===== src/rtl/instr_sequencer.sv =====
// instr_sequencer: instruction register, decoder and Moore control FSM that
// sequences datapath strobes for one instruction per start pulse, and counts
// retired instructions.
// Optional feature macro: SEQ_ILLEGAL_TRAP_EN (illegal opcode halts the FSM
// and sets a sticky flag; when undefined an illegal opcode retires as a NOP).
module instr_sequencer #(
  parameter int unsigned CNT_W    = 8,
  parameter logic [15:0] IR_RESET = 16'h0000
) (
  input  logic             clk,
  input  logic             reset_n,
  input  logic             load,
  input  logic             s,
  input  logic [15:0]      in,
  output logic             w,
  output logic [2:0]       readnum,
  output logic [2:0]       writenum,
  output logic             write,
  output logic [1:0]       vsel,
  output logic             loada,
  output logic             loadb,
  output logic             loadc,
  output logic             loads,
  output logic             asel,
  output logic             bsel,
  output logic [1:0]       ALUop,
  output logic [1:0]       shift,
  output logic [15:0]      sximm8,
  output logic [4:0]       imm5,
  output logic [CNT_W-1:0] instr_count,
  output logic             illegal
);

  typedef enum logic [2:0] {
    S_WAIT, S_DECODE, S_WR_IMM, S_GET_A, S_GET_B, S_CALC, S_WR_REG
`ifdef SEQ_ILLEGAL_TRAP_EN
    , S_HALT
`endif
  } state_t;

  state_t             state_q, state_d;
  logic [15:0]        ir_q, ir_d;
  logic [CNT_W-1:0]   cnt_q;
  logic               cnt_inc;

  logic [2:0] opc, rn, rd, rm;
  logic [1:0] op, sh;
  logic       is_movi, is_movr, is_alu, is_cmp, is_mvn, is_legal;

  logic       w_d, write_d, loada_d, loadb_d, loadc_d, loads_d, asel_d, bsel_d;
  logic [2:0] readnum_d, writenum_d;
  logic [1:0] vsel_d, aluop_d, shift_d;

  assign opc = ir_q[15:13];
  assign op  = ir_q[12:11];
  assign rn  = ir_q[10:8];
  assign rd  = ir_q[7:5];
  assign sh  = ir_q[4:3];
  assign rm  = ir_q[2:0];

  assign is_movi  = (opc == 3'b110) && (op == 2'b10);
  assign is_movr  = (opc == 3'b110) && (op == 2'b00);
  assign is_alu   = (opc == 3'b101);
  assign is_cmp   = is_alu && (op == 2'b01);
  assign is_mvn   = is_alu && (op == 2'b11);
  assign is_legal = is_movi || is_movr || is_alu;

  assign sximm8      = {{8{ir_q[7]}}, ir_q[7:0]};
  assign imm5        = ir_q[4:0];
  assign instr_count = cnt_q;

`ifdef SEQ_ILLEGAL_TRAP_EN
  logic ill_q, ill_set;
  assign illegal = ill_q;
`else
  assign illegal = 1'b0;
`endif

  // Next state, IR capture and retirement detection.
  always_comb begin
    state_d = state_q;
    ir_d    = ir_q;
    cnt_inc = 1'b0;
`ifdef SEQ_ILLEGAL_TRAP_EN
    ill_set = 1'b0;
`endif
    case (state_q)
      S_WAIT: begin
        if (load) ir_d = in;
        if (s)    state_d = S_DECODE;
      end
      S_DECODE: begin
        if (is_movi)               state_d = S_WR_IMM;
        else if (is_movr || is_mvn) state_d = S_GET_B;
        else if (is_alu)            state_d = S_GET_A;
        else begin
`ifdef SEQ_ILLEGAL_TRAP_EN
          state_d = S_HALT;
          ill_set = 1'b1;
`else
          state_d = S_WAIT;
          cnt_inc = 1'b1;
`endif
        end
      end
      S_WR_IMM: begin
        state_d = S_WAIT;
        cnt_inc = 1'b1;
      end
      S_GET_A: state_d = S_GET_B;
      S_GET_B: state_d = S_CALC;
      S_CALC: begin
        if (is_cmp) begin
          state_d = S_WAIT;
          cnt_inc = 1'b1;
        end else begin
          state_d = S_WR_REG;
        end
      end
      S_WR_REG: begin
        state_d = S_WAIT;
        cnt_inc = 1'b1;
      end
`ifdef SEQ_ILLEGAL_TRAP_EN
      S_HALT: state_d = S_HALT;
`endif
      default: state_d = S_WAIT;
    endcase
  end

  // Moore outputs for the state being entered. Field decode uses ir_q: the IR
  // only changes on the WAIT->DECODE/WAIT edge, where every strobe is 0.
  always_comb begin
    w_d        = 1'b0;
    readnum_d  = '0;
    writenum_d = '0;
    write_d    = 1'b0;
    vsel_d     = '0;
    loada_d    = 1'b0;
    loadb_d    = 1'b0;
    loadc_d    = 1'b0;
    loads_d    = 1'b0;
    asel_d     = 1'b0;
    bsel_d     = 1'b0;
    aluop_d    = '0;
    shift_d    = '0;
    case (state_d)
      S_WAIT:   w_d = 1'b1;
      S_WR_IMM: begin
        writenum_d = rn;
        vsel_d     = 2'b10;
        write_d    = 1'b1;
      end
      S_GET_A: begin
        readnum_d = rn;
        loada_d   = 1'b1;
      end
      S_GET_B: begin
        readnum_d = rm;
        loadb_d   = 1'b1;
      end
      S_CALC: begin
        shift_d = sh;
        aluop_d = is_movr ? 2'b00 : op;
        asel_d  = is_movr || is_mvn;
        loadc_d = !is_cmp;
        loads_d = is_alu;
      end
      S_WR_REG: begin
        writenum_d = rd;
        write_d    = 1'b1;
      end
      default: ;
    endcase
  end

  // State, IR, counter, sticky flag and registered strobes.
  always_ff @(posedge clk) begin
    if (!reset_n) begin
      state_q  <= S_WAIT;
      ir_q     <= IR_RESET;
      cnt_q    <= '0;
      w        <= 1'b1;
      readnum  <= '0;
      writenum <= '0;
      write    <= 1'b0;
      vsel     <= '0;
      loada    <= 1'b0;
      loadb    <= 1'b0;
      loadc    <= 1'b0;
      loads    <= 1'b0;
      asel     <= 1'b0;
      bsel     <= 1'b0;
      ALUop    <= '0;
      shift    <= '0;
`ifdef SEQ_ILLEGAL_TRAP_EN
      ill_q    <= 1'b0;
`endif
    end else begin
      state_q  <= state_d;
      ir_q     <= ir_d;
      if (cnt_inc) cnt_q <= cnt_q + CNT_W'(1);
      w        <= w_d;
      readnum  <= readnum_d;
      writenum <= writenum_d;
      write    <= write_d;
      vsel     <= vsel_d;
      loada    <= loada_d;
      loadb    <= loadb_d;
      loadc    <= loadc_d;
      loads    <= loads_d;
      asel     <= asel_d;
      bsel     <= bsel_d;
      ALUop    <= aluop_d;
      shift    <= shift_d;
`ifdef SEQ_ILLEGAL_TRAP_EN
      if (ill_set) ill_q <= 1'b1;
`endif
    end
  end

endmodule


===== config.mk =====
export PLATFORM = sky130hd
export DESIGN_NAME = instr_sequencer
export DESIGN_NICKNAME = d
export VERILOG_FILES = /design/src/rtl/instr_sequencer.sv
export SDC_FILE = /design/constraint.sdc
export NUM_CORES = 1
export LEC_CHECK = 0
export ABC_AREA = 0
export ABC_CLOCK_PERIOD_IN_PS = 4900
export BUFFER_PORTS_ARGS = -buffer_cell sky130_fd_sc_hd__buf_4
export CAP_MARGIN = 20
export CELL_PAD_IN_SITES_DETAIL_PLACEMENT = 2
export CELL_PAD_IN_SITES_GLOBAL_PLACEMENT = 2
export CORE_MARGIN = 4
export CORE_UTILIZATION = 31
export CTS_CLUSTER_DIAMETER = 100
export DETAILED_ROUTE_END_ITERATION = 8
export PLACE_DENSITY_LB_ADDON = 0.1
export SYNTH_ARGS = -nofsm -noshare
export SYNTH_HDL_FRONTEND = slang
export SYNTH_SLANG_ARGS = --single-unit

===== constraint.sdc =====
create_clock -name clk -period 4.9 [get_ports clk]
set_input_delay 0.245 -clock clk [delete_from_list [all_inputs] [get_ports clk]]
set_output_delay 0.245 -clock clk [all_outputs]
set_load 0.05 [all_outputs]

==> run_results.csv <==
group,metric,value,unit
outcome,status,"finished clean",
synthesis,yosysUniqueCellTypes,49,
pwr,p_leak,1.12,nW
worst_setup_path,cp.arrival,2.17,ns
cts,post_cts_buffers,0,
final_layout,drive_gt1_frac,0.291,
synthesis,syn_area,2210,um^2
sta,tns,0,ns
placement,portBuffers,66,
synthesis,synth_area_leaders,"dfxtp_1 41%, buf_4 8.2%, nand2_1 7.3%",
sta,worstMarginPinSlew,0.912,ns
pwr,powerDensity,277,nW/um^2
sta,hold_viol_final,0,
worst_setup_path,worstSetupPathType,"flip-flop to flip-flop",
placement,place_area,2600,um^2
final_layout,postLayoutCellArea,2690,um^2
worst_hold_path,min_path_type,"input pin to flip-flop",
grt,grt_max_degree,26,
cts,holdBufCountCts,0,
synthesis,postSynthAreaPerCell,8.55,um^2
cts,clock_latency,0.30,ns
cts,root_buffer,"clkbuf_8",
final_layout,num-nets-final,319,
synthesis,async_flop_share,0,
final_layout,final_cell_mix,"67 x buf_4, 45 x dfxtp_1, 43 x nand2_1, 22 x a21oi_1, 17 x inv_1",
floorplanning,num_rows,30,
drt,wl_per_cell,15.2,um
sta,finalClockSkew,0.00527,ns
synthesis,synth_edf_count,0,
drt,drtIter0Drc,56,
cts,cts_resized,0,
grt,grt_pass1_vias,1963,
flow_run,maxCapViolCount,0,
sta,drv_slew,0,
floorplanning,dieArea,8530,um^2
cts,htree_levels,2,
final_layout,mostFrequentLayoutCell,"buf_4",
drt,dr_total_vias,1909,
sta,finalSetupViolCount,0,
synthesis,ys_ff_latch,45,
grt,overflow,0,
floorplanning,start_util,0.321,
floorplanning,die_h,92.4,um
drt,drc,0,
synthesis,yosys_warnings,0,
synthesis,synth_top_area_frac,0.408,
cts,cts_tree,"yes",
drt,ant_nets,0,
floorplanning,io_pins,70,
sta,fmax,497,MHz
sta,post-route-period-util,0.410,
grt,grt_usage,0.143,
worst_setup_path,critPathLaunchType,"flip-flop",
grt,antenna_found_initial,0,
pwr,ir_worst_vdd,0.108,mV
cts,path_clk_slew,0.09,ns
cts,cts_sinks,45,
worst_setup_path,critical_path.endpoint_type,"flip-flop",
floorplanning,coreArea,6870,um^2
drt,routed_via_density,4.83,
cts,clock_path_buffers,2,
synthesis,ys_seq_area_frac,0.408,
worst_setup_path,cp.required,5.06,ns
drt,drtPass1Iterations,4,
sta,maxSlewHeadroom,0.382,
final_layout,syn2layout_area_growth,21.9,%
cts,cts_made_buffers,5,
placement,dp_hpwl,4530,um
placement,gp_congestion,0.729,
final_layout,n_antenna_cell,0,
sta,period_minus_slack,2.01,ns
synthesis,synthCells,258,
synthesis,synth_ff_type,"dfxtp_1",
final_layout,fillers,811,
worst_setup_path,crit_fanout,12,
synthesis,synth_area_leader_cell,"dfxtp_1",
sta,rsz0062_at_grt,"no",
floorplanning,chipWidth,92.4,um
drt,drt-total-wl,5990,um
grt,grt_pass1_wl,9590,um
power breakdown:
part	internal (W)	total [W]	leakage, nW	switching, W
clock	0.000101	0.000234	0.0445	0.000133
sequential	0.000375	0.000389	0.366	0.0000137
combinational	0.0000398	0.000123	0.710	0.0000833
state kept, by name, summed over array words and instances, names as in the netlist:
| name | flops |
|---|---|
| write | 1 |
| loadc | 1 |
| readnum | 3 |
| shift | 2 |
| loads | 1 |
| loadb | 1 |
| ALUop | 2 |
| vsel | 1 |
| writenum | 3 |
| ir_q | 16 |
| loada | 1 |
| state_q | 3 |
| asel | 1 |
| w | 1 |
| instr_count | 8 |
path summary, 6_finish.rpt:
path | endpoint | slack, ns | cells past startpoint | start
min reg2reg | ir_q[10]$_SDFFE_PN0P_ | 0.46 | 2 | ir_q[10]$_SDFFE_PN0P_
max reg2reg | readnum[0]$_SDFF_PN0_ | 2.89 | 4 | state_q[0]$_SDFF_PN0_
min | ir_q[2]$_SDFFE_PN0P_ | 0.18 | 3 | in[2]
max | readnum[0]$_SDFF_PN0_ | 2.89 | 4 | state_q[0]$_SDFF_PN0_
cells in the mapped netlist (2+ instances only):
| cell | count |
|---|---|
| inv_1 | 17 |
| or3_1 | 2 |
| o32ai_1 | 4 |
| nor3_1 | 10 |
| o2111ai_1 | 6 |
| buf_4 | 24 |
| o21ai_0 | 3 |
| nor2_1 | 3 |
| nand3b_1 | 3 |
| and3_1 | 3 |
| a21oi_1 | 22 |
| nand3_1 | 8 |
| or2_2 | 2 |
| mux2i_1 | 9 |
| a211oi_1 | 7 |
| nand2b_1 | 8 |
| dfxtp_1 | 45 |
| clkbuf_1 | 6 |
| nand2_1 | 43 |
| buf_2 | 4 |
area by class of cell:
cell class	instances	area, um^2	area share
inverters	17	63.8	0.0237
well taps	96	120	0.0447
flip-flops and latches	45	901	0.335
multi-input cells	162	1010	0.376
clock buffers	5	68.8	0.0256
clock inverters	3	21.3	0.00791
repair buffers	67	503	0.187
metal layers:
layer | up-vias | track usage | share of wire | wire [um]
met2 | 41 | 0.237 | 0.49 | 2930
met5 | - | 0 | 0 | 0
met4 | 0 | 0.0557 | 0.016 | 96
met1 | 915 | 0.182 | 0.46 | 2730
li1 | 945 | - | - | -
met3 | 8 | 0.0276 | 0.040 | 239
critical path, stage by stage (launching register included):
cell and delay [ns]:
dfxtp_1 0.56, or3b_4 0.46, a2111oi_4 0.48, or2_2 0.27, o32ai_1 0.09
stage by stage:
| step | util | std cells | setup slack [ns] | hold slack (ns) | power [W] |
|---|---|---|---|---|---|
| 2_1_floorplan | - | 260 | 3.26 | 0.381 | 0.000494 |
| 3_3_place_gp | 0.379 | 387 | 2.95 | 0.444 | 0.000521 |
| 3_5_place_dp | 0.379 | 387 | 2.88 | 0.456 | 0.000523 |
| 4_1_cts | 0.392 | 395 | 2.87 | 0.173 | 0.000761 |
| 5_1_grt | 0.392 | 395 | 2.73 | 0.172 | 0.000787 |
| 6_report | 0.392 | 395 | 2.89 | 0.179 | 0.000746 |
logic make-up after synthesis:
logic type,synth area share
buffers and inverters,0.137
AND/OR/NAND/NOR,0.231
flip-flops,0.408
AO/OA/AOI/OAI,0.176
other,0.00170
multiplexers,0.0408
adder cells (fa/ha/maj),0.00567
Note: power is estimated with default switching activity, not from simulation.
